[config.mk]
export PLATFORM = sky130hd
export DESIGN_NAME = dmem_arbiter_flat
export DESIGN_NICKNAME = d
export VERILOG_FILES = /design/src/rtl/dmem_arbiter_if.sv /design/src/rtl/dmem_arbiter.sv /design/src/flat_wrapper.sv
export SDC_FILE = /design/constraint.sdc
export NUM_CORES = 1
export LEC_CHECK = 0
export CAP_MARGIN = 20
export CORE_MARGIN = 4
export CORE_UTILIZATION = 35
export CTS_BUF_LIST = sky130_fd_sc_hd__clkbuf_8
export DETAILED_ROUTE_END_ITERATION = 10
export GPL_ROUTABILITY_DRIVEN = 0
export PLACE_DENSITY = 0.73
export SETUP_SLACK_MARGIN = 0.5
export SLEW_MARGIN = 10
export SYNTH_ARGS = -nofsm -noshare
export SYNTH_HDL_FRONTEND = slang
export SYNTH_SLANG_ARGS = --single-unit
[constraint.sdc]
create_clock -name clk -period 2.4 [get_ports clk]
set_clock_uncertainty 0.2 [all_clocks]
set_input_delay 0.24 -clock clk [delete_from_list [all_inputs] [get_ports clk]]
set_output_delay 0.24 -clock clk [all_outputs]
set_load 0.01 [all_outputs]
[src/rtl/dmem_arbiter_if.sv]
// Request/response bundle between the two requesters, the arbiter and the
// shared data memory.
interface dmem_arbiter_if;
    logic        req0, req1;
    logic        we0, we1;
    logic [31:0] addr0, addr1;
    logic [31:0] wdata0, wdata1;
    logic [5:0]  opc0, opc1;
    logic        gnt0, gnt1;
    logic        done0, done1;
    logic [31:0] rdata0, rdata1;
    logic        err0, err1;
    logic [31:0] mem_address;
    logic [31:0] mem_write_data;
    logic [5:0]  mem_opcode;
    logic        mem_MemRead, mem_MemWrite;
    logic [31:0] mem_read_data;

    modport slave (
        input  req0, req1, we0, we1, addr0, addr1, wdata0, wdata1, opc0, opc1,
        input  mem_read_data,
        output gnt0, gnt1, done0, done1, rdata0, rdata1, err0, err1,
        output mem_address, mem_write_data, mem_opcode, mem_MemRead, mem_MemWrite
    );

    modport master (
        output req0, req1, we0, we1, addr0, addr1, wdata0, wdata1, opc0, opc1,
        output mem_read_data,
        input  gnt0, gnt1, done0, done1, rdata0, rdata1, err0, err1,
        input  mem_address, mem_write_data, mem_opcode, mem_MemRead, mem_MemWrite
    );
endinterface

[src/rtl/dmem_arbiter.sv]
// Round-robin two-port arbiter for the shared data memory: latches one request,
// holds the memory strobes for MEM_LAT cycles, then pulses done to its owner.
module dmem_arbiter #(
    parameter int MEM_LAT   = 1,
    parameter int MEM_DEPTH = 256
) (
    input  logic          clk,
    input  logic          rst_n,
    dmem_arbiter_if.slave bus
);
    typedef enum logic [1:0] {IDLE, ACCESS, DONE} state_t;

    localparam logic [3:0]  CNT_INIT = 4'(MEM_LAT - 1);
    localparam logic [31:0] DEPTH    = 32'(MEM_DEPTH);

    state_t      state_q, state_d;
    logic        sel_q, last_q, we_q, err_q;
    logic [31:0] addr_q, wdata_q, rdata_q;
    logic [5:0]  opc_q;
    logic [3:0]  cnt_q;
    logic [1:0]  gnt_q;

    logic        any_req, win, win_we, win_err;
    logic [31:0] win_addr, win_wdata;
    logic [5:0]  win_opc;

    // On a tie the port that was not served last wins.
    always_comb begin
        any_req   = bus.req0 | bus.req1;
        win       = (bus.req0 & bus.req1) ? ~last_q : bus.req1;
        win_we    = win ? bus.we1    : bus.we0;
        win_addr  = win ? bus.addr1  : bus.addr0;
        win_wdata = win ? bus.wdata1 : bus.wdata0;
        win_opc   = win ? bus.opc1   : bus.opc0;
        win_err   = (win_addr >= DEPTH);
    end

    always_ff @(posedge clk or negedge rst_n) begin
        if (!rst_n) state_q <= IDLE;
        else        state_q <= state_d;
    end

    always_comb begin
        state_d            = state_q;
        bus.gnt0           = gnt_q[0];
        bus.gnt1           = gnt_q[1];
        bus.done0          = 1'b0;
        bus.done1          = 1'b0;
        bus.err0           = 1'b0;
        bus.err1           = 1'b0;
        bus.rdata0         = '0;
        bus.rdata1         = '0;
        bus.mem_address    = '0;
        bus.mem_write_data = '0;
        bus.mem_opcode     = '0;
        bus.mem_MemRead    = 1'b0;
        bus.mem_MemWrite   = 1'b0;
        unique case (state_q)
            IDLE: begin
                if (any_req) state_d = win_err ? DONE : ACCESS;
            end
            ACCESS: begin
                bus.mem_address    = addr_q;
                bus.mem_write_data = wdata_q;
                bus.mem_opcode     = opc_q;
                bus.mem_MemRead    = ~we_q;
                bus.mem_MemWrite   = we_q;
                if (cnt_q == '0) state_d = DONE;
            end
            DONE: begin
                state_d = IDLE;
                // Read data only for a successful read; errors and writes show 0.
                if (sel_q) begin
                    bus.done1  = 1'b1;
                    bus.err1   = err_q;
                    bus.rdata1 = (!we_q && !err_q) ? rdata_q : '0;
                end else begin
                    bus.done0  = 1'b1;
                    bus.err0   = err_q;
                    bus.rdata0 = (!we_q && !err_q) ? rdata_q : '0;
                end
            end
            default: state_d = IDLE;
        endcase
    end

    always_ff @(posedge clk or negedge rst_n) begin
        if (!rst_n) begin
            sel_q   <= 1'b0;
            last_q  <= 1'b1;
            we_q    <= 1'b0;
            err_q   <= 1'b0;
            addr_q  <= '0;
            wdata_q <= '0;
            rdata_q <= '0;
            opc_q   <= '0;
            cnt_q   <= '0;
            gnt_q   <= '0;
        end else begin
            gnt_q <= '0;
            unique case (state_q)
                IDLE: begin
                    if (any_req) begin
                        sel_q   <= win;
                        we_q    <= win_we;
                        addr_q  <= win_addr;
                        wdata_q <= win_wdata;
                        opc_q   <= win_opc;
                        err_q   <= win_err;
                        cnt_q   <= CNT_INIT;
                        gnt_q   <= win ? 2'b10 : 2'b01;
                    end
                end
                ACCESS: begin
                    cnt_q <= cnt_q - 4'd1;
                    if (cnt_q == '0 && !we_q) rdata_q <= bus.mem_read_data;
                end
                DONE: begin
                    last_q <= sel_q;
                    err_q  <= 1'b0;
                end
                default: ;
            endcase
        end
    end
endmodule

[src/flat_wrapper.sv]
// flat-port wrapper written by rule: the top's interface ports become plain ports
module dmem_arbiter_flat 
#(
    parameter int MEM_LAT   = 1,
    parameter int MEM_DEPTH = 256
)
  (clk, rst_n, bus_req0, bus_req1, bus_we0, bus_we1, bus_addr0, bus_addr1, bus_wdata0, bus_wdata1, bus_opc0, bus_opc1, bus_mem_read_data, bus_gnt0, bus_gnt1, bus_done0, bus_done1, bus_rdata0, bus_rdata1, bus_err0, bus_err1, bus_mem_address, bus_mem_write_data, bus_mem_opcode, bus_mem_MemRead, bus_mem_MemWrite);
  dmem_arbiter_if bus_i ();
  input  logic clk;
  input  logic rst_n;
  input wire logic [$bits(bus_i.req0)-1:0] bus_req0;
  input wire logic [$bits(bus_i.req1)-1:0] bus_req1;
  input wire logic [$bits(bus_i.we0)-1:0] bus_we0;
  input wire logic [$bits(bus_i.we1)-1:0] bus_we1;
  input wire logic [$bits(bus_i.addr0)-1:0] bus_addr0;
  input wire logic [$bits(bus_i.addr1)-1:0] bus_addr1;
  input wire logic [$bits(bus_i.wdata0)-1:0] bus_wdata0;
  input wire logic [$bits(bus_i.wdata1)-1:0] bus_wdata1;
  input wire logic [$bits(bus_i.opc0)-1:0] bus_opc0;
  input wire logic [$bits(bus_i.opc1)-1:0] bus_opc1;
  input wire logic [$bits(bus_i.mem_read_data)-1:0] bus_mem_read_data;
  output wire logic [$bits(bus_i.gnt0)-1:0] bus_gnt0;
  output wire logic [$bits(bus_i.gnt1)-1:0] bus_gnt1;
  output wire logic [$bits(bus_i.done0)-1:0] bus_done0;
  output wire logic [$bits(bus_i.done1)-1:0] bus_done1;
  output wire logic [$bits(bus_i.rdata0)-1:0] bus_rdata0;
  output wire logic [$bits(bus_i.rdata1)-1:0] bus_rdata1;
  output wire logic [$bits(bus_i.err0)-1:0] bus_err0;
  output wire logic [$bits(bus_i.err1)-1:0] bus_err1;
  output wire logic [$bits(bus_i.mem_address)-1:0] bus_mem_address;
  output wire logic [$bits(bus_i.mem_write_data)-1:0] bus_mem_write_data;
  output wire logic [$bits(bus_i.mem_opcode)-1:0] bus_mem_opcode;
  output wire logic [$bits(bus_i.mem_MemRead)-1:0] bus_mem_MemRead;
  output wire logic [$bits(bus_i.mem_MemWrite)-1:0] bus_mem_MemWrite;
  assign bus_i.req0 = bus_req0;
  assign bus_i.req1 = bus_req1;
  assign bus_i.we0 = bus_we0;
  assign bus_i.we1 = bus_we1;
  assign bus_i.addr0 = bus_addr0;
  assign bus_i.addr1 = bus_addr1;
  assign bus_i.wdata0 = bus_wdata0;
  assign bus_i.wdata1 = bus_wdata1;
  assign bus_i.opc0 = bus_opc0;
  assign bus_i.opc1 = bus_opc1;
  assign bus_i.mem_read_data = bus_mem_read_data;
  assign bus_gnt0 = bus_i.gnt0;
  assign bus_gnt1 = bus_i.gnt1;
  assign bus_done0 = bus_i.done0;
  assign bus_done1 = bus_i.done1;
  assign bus_rdata0 = bus_i.rdata0;
  assign bus_rdata1 = bus_i.rdata1;
  assign bus_err0 = bus_i.err0;
  assign bus_err1 = bus_i.err1;
  assign bus_mem_address = bus_i.mem_address;
  assign bus_mem_write_data = bus_i.mem_write_data;
  assign bus_mem_opcode = bus_i.mem_opcode;
  assign bus_mem_MemRead = bus_i.mem_MemRead;
  assign bus_mem_MemWrite = bus_i.mem_MemWrite;
  dmem_arbiter #(.MEM_LAT(MEM_LAT), .MEM_DEPTH(MEM_DEPTH)) u_core (.clk(clk), .rst_n(rst_n), .bus(bus_i));
endmodule
==> out/metrics.yaml <==
postSynthNetCount: 782
core_area_mm2: 0.0166
fin_crit_sh_pct: 104
floorplan.rows: 47
slew_headroom_pct: 56.8
commonest_non_fill_non_tap_cell_in_the_layout: "sky130_fd_sc_hd__clkdlybuf4s50_1"
final_critical_path_setup_slack_ns: -0.0947
netlist_area_mm2: 0.00594
final_cell_mix: "sky130_fd_sc_hd__clkdlybuf4s50_1, sky130_fd_sc_hd__buf_6, sky130_fd_sc_hd__dfrtp_1"
synthMuxAreaShare_pct: 14.7
post-route-min-period_ns: 2.49
r2r.worst_path.cells: 10
cts_htree_levels: 4
insertedDiodeCount: 0
drt_wl_total_um: 25900
yosysWarnings: 0
pin_count_of_the_biggest_net_entering_global_routing: 53
io_buffers: 319
max-vdd-ir-drop_mv: 0.371
syn2layout_area_growth_pct: 106
clock_sink_count: 114
detailed_place_hpwl_um: 14500
die_area_mm2: 0.0191
crit_path_end_kind: "primary output"
drive_gt1_share_pct: 53.2
worst_ep_required_ns: 1.96
design.portCount: 320
worstReg2RegEnd: "u_core.wdata_q[11]"
postSynthAreaPerCell_um2: 9.87
final.fill_count: 1140
yosys.area_share.adder_pct: 0.421
crit_type: "reg -> out"
hold_violations_final: 0
path_max_fanout: 7
synth_cells: 602
top_usage_layer: "met2"
drt_iter0_markers: 331
post_synth_num_cell_types: 37
grt_pass1_vias: 6467
critical_path.reg2reg.startpoint: "u_core.state_q[0]"
vias: 6286
tritoncts: "built"
min-delay-path-class: "in -> async"
met3_usage_pct: 6.66
grt_use_total_pct: 24.1
yosys.area_share.xor_xnor_pct: 0.147
max_clock_freq_ghz: 0.401
met2_usage_in_global_routing_pct: 42.5
globalRoute.totalOverflow: 0
globalRouteMet1Util_pct: 28.1
chipHeight_um: 138
cts_made_buffers: 17
routed_wl_per_cell_um: 20.7
ant_nets: 0
clock_insertion_delay_worst_skew_ns: 0.44
finalSetupViolations: 37
synth_simple_gate_area_share_pct: 24.6
dieWidth_um: 138
worst_setup_slack_for_register_to_register_paths_ns: 0.20
hold-worst-slack_ns: 0.104
max_slew.worst_pin.slew_ns: 0.647
total_power_divided_by_cell_area_mw_per_mm2: 506
total_nets_final: 1201
antenna_found_initial: 0
synth_enable_flop_cells: 0
yosys_register_bits: 114
run_status: "finished with violations"
critical_path_arrival_ns: 2.05
postSynth.asyncResetShare_pct: 100
synth-main-ff-cell: "sky130_fd_sc_hd__dfrtp_1"
maxCapViolations: 0
first_pass_grt_wire_length_um: 36400
post_drt_via_cell_ratio: 5.01
clock_pin_slew_reported_for_the_worst_setup_and_hold_paths_after_clock_tree_synthesis_ns: 0.07
timing.setup.tns_ns: -1.60
synth_compound_area_share_pct: 8.32
drt_pre_antenna_iters: 4
timing.critical_path.from_type: "flop"
floorplan.initialDensity_pct: 35.8
violations: "negative setup slack"
part_of_the_yosys_area_used_for_sequential_elements_pct: 48.0
cts_buffer_depth: 2
root_buffer: "sky130_fd_sc_hd__clkbuf_8"
detail_route.drc_violations: 0
p_leak_nw: 5.82
timing_max_transition_violations_final: 0
synth_top_family_by_area: "simple AND/OR/NAND/NOR gates"
grt_setup_unrepaired: "true"
[cells by family (layout without fill, tap and decap cells)]
logic type,count (synthesis),in the layout
AND/OR/NAND/NOR,274,283
flip-flops,114,114
AO/OA/AOI/OAI,84,84
multiplexers,83,83
buffers and inverters,44,467
adder cells (fa/ha/maj),2,2
XOR/XNOR,1,1
[state kept, by name, summed over array words and instances (netlist names)]
signal,flops
u_core.gnt_q,2
u_core.cnt_q,4
u_core.state_q,2
u_core.we_q,1
u_core.rdata_q,32
u_core.opc_q,6
u_core.err_q,1
u_core.wdata_q,32
u_core.sel_q,1
u_core.addr_q,32
u_core.last_q,1
[worst max path at each step]
stage / end / cells past startpoint / startpoint
after global routing: bus_rdata1[15] / 10 / u_core.state_q[0]
after detailed placement: bus_rdata1[3] / 6 / u_core.state_q[0]
after global placement: u_core.wdata_q[1] / 5 / bus_req0
after floorplan: u_core.rdata_q[6] / 6 / u_core.cnt_q[0]
after CTS: bus_rdata1[10] / 10 / u_core.state_q[0]
final: bus_mem_write_data[3] / 9 / u_core.state_q[0]
[power by group]
part | internal, mW | total [mW] | switching, mW | leakage (nW)
combinational | 1.05 | 1.83 | 0.787 | 4.26
clock | 1.01 | 1.86 | 0.843 | 0.183
sequential | 2.23 | 2.51 | 0.276 | 1.38
total | 4.29 | 6.20 | 1.91 | 5.82
[layout make-up]
cell class | count | area (um2) | share of cell area (%)
Timing Repair Buffer | 431 | 4860 | 39.7
Inverter | 4 | 15.0 | 0.123
Multi-Input combinational cell | 453 | 3830 | 31.3
Tap cell | 220 | 275 | 2.25
Clock inverter | 15 | 169 | 1.38
Sequential cell | 114 | 2860 | 23.3
Clock buffer | 17 | 234 | 1.91
[cells in the mapped netlist (all sizes together), types with 2 or more instances]
master / count / area share [%]
and2: 137 / 14
dfrtp: 113 / 48
nor3: 6 / 0.67
mux2: 32 / 6.1
or2: 2 / 0.21
nor2: 7 / 0.44
nand4: 2 / 0.21
o21ai: 57 / 4.8
o31ai: 2 / 0.25
clkbuf: 18 / 1.2
inv: 4 / 0.25
nand2: 100 / 6.3
nor4: 13 / 1.5
mux2i: 51 / 8.6
ha: 2 / 0.42
buf: 22 / 2.4
nor2b: 2 / 0.21
a22oi: 20 / 2.5
[layer usage]
metal | up-vias | wire length [um] | part of all wire [%]
li1 | 2900 | - | -
met1 | 3088 | 10300 | 40
met2 | 253 | 13600 | 53
met3 | 45 | 1390 | 5.4
met4 | 0 | 612 | 2.4
met5 | - | 0 | 0
[through the flow]
stage	total power [mW]	std cells	setup slack (ns)	utilization [%]	area [um2]
after floorplan	2.95	602	0.573	-	5940
final	6.20	1254	-0.0947	73.8	12200
after global routing	6.47	1254	-0.187	73.8	12200
after CTS	5.82	1230	-0.0905	65.8	10900
after detailed placement	3.64	1123	0.230	57.1	9470
after global placement	3.60	1123	0.272	57.1	9470
[timing repair]
item	4_1_cts	5_1_grt
buffers inserted	47	17
hold endpoints to repair	113	0
gates resized for setup	770	316
hold buffers	1	0
setup endpoints to repair	226	247
cloned	27	7
pin swaps	89	80
[critical path, cell delays in order (launching register included)]
cell and delay, ns:
sky130_fd_sc_hd__dfrtp_1 0.38, sky130_fd_sc_hd__buf_6 0.13, sky130_fd_sc_hd__buf_6 0.09, sky130_fd_sc_hd__nor2b_4 0.24, sky130_fd_sc_hd__buf_6 0.16, sky130_fd_sc_hd__buf_12 0.14
sky130_fd_sc_hd__buf_16 0.14, sky130_fd_sc_hd__buf_6 0.10, sky130_fd_sc_hd__and2_4 0.13, sky130_fd_sc_hd__buf_6 0.09
Note: power is estimated with default switching activity, not from simulation.
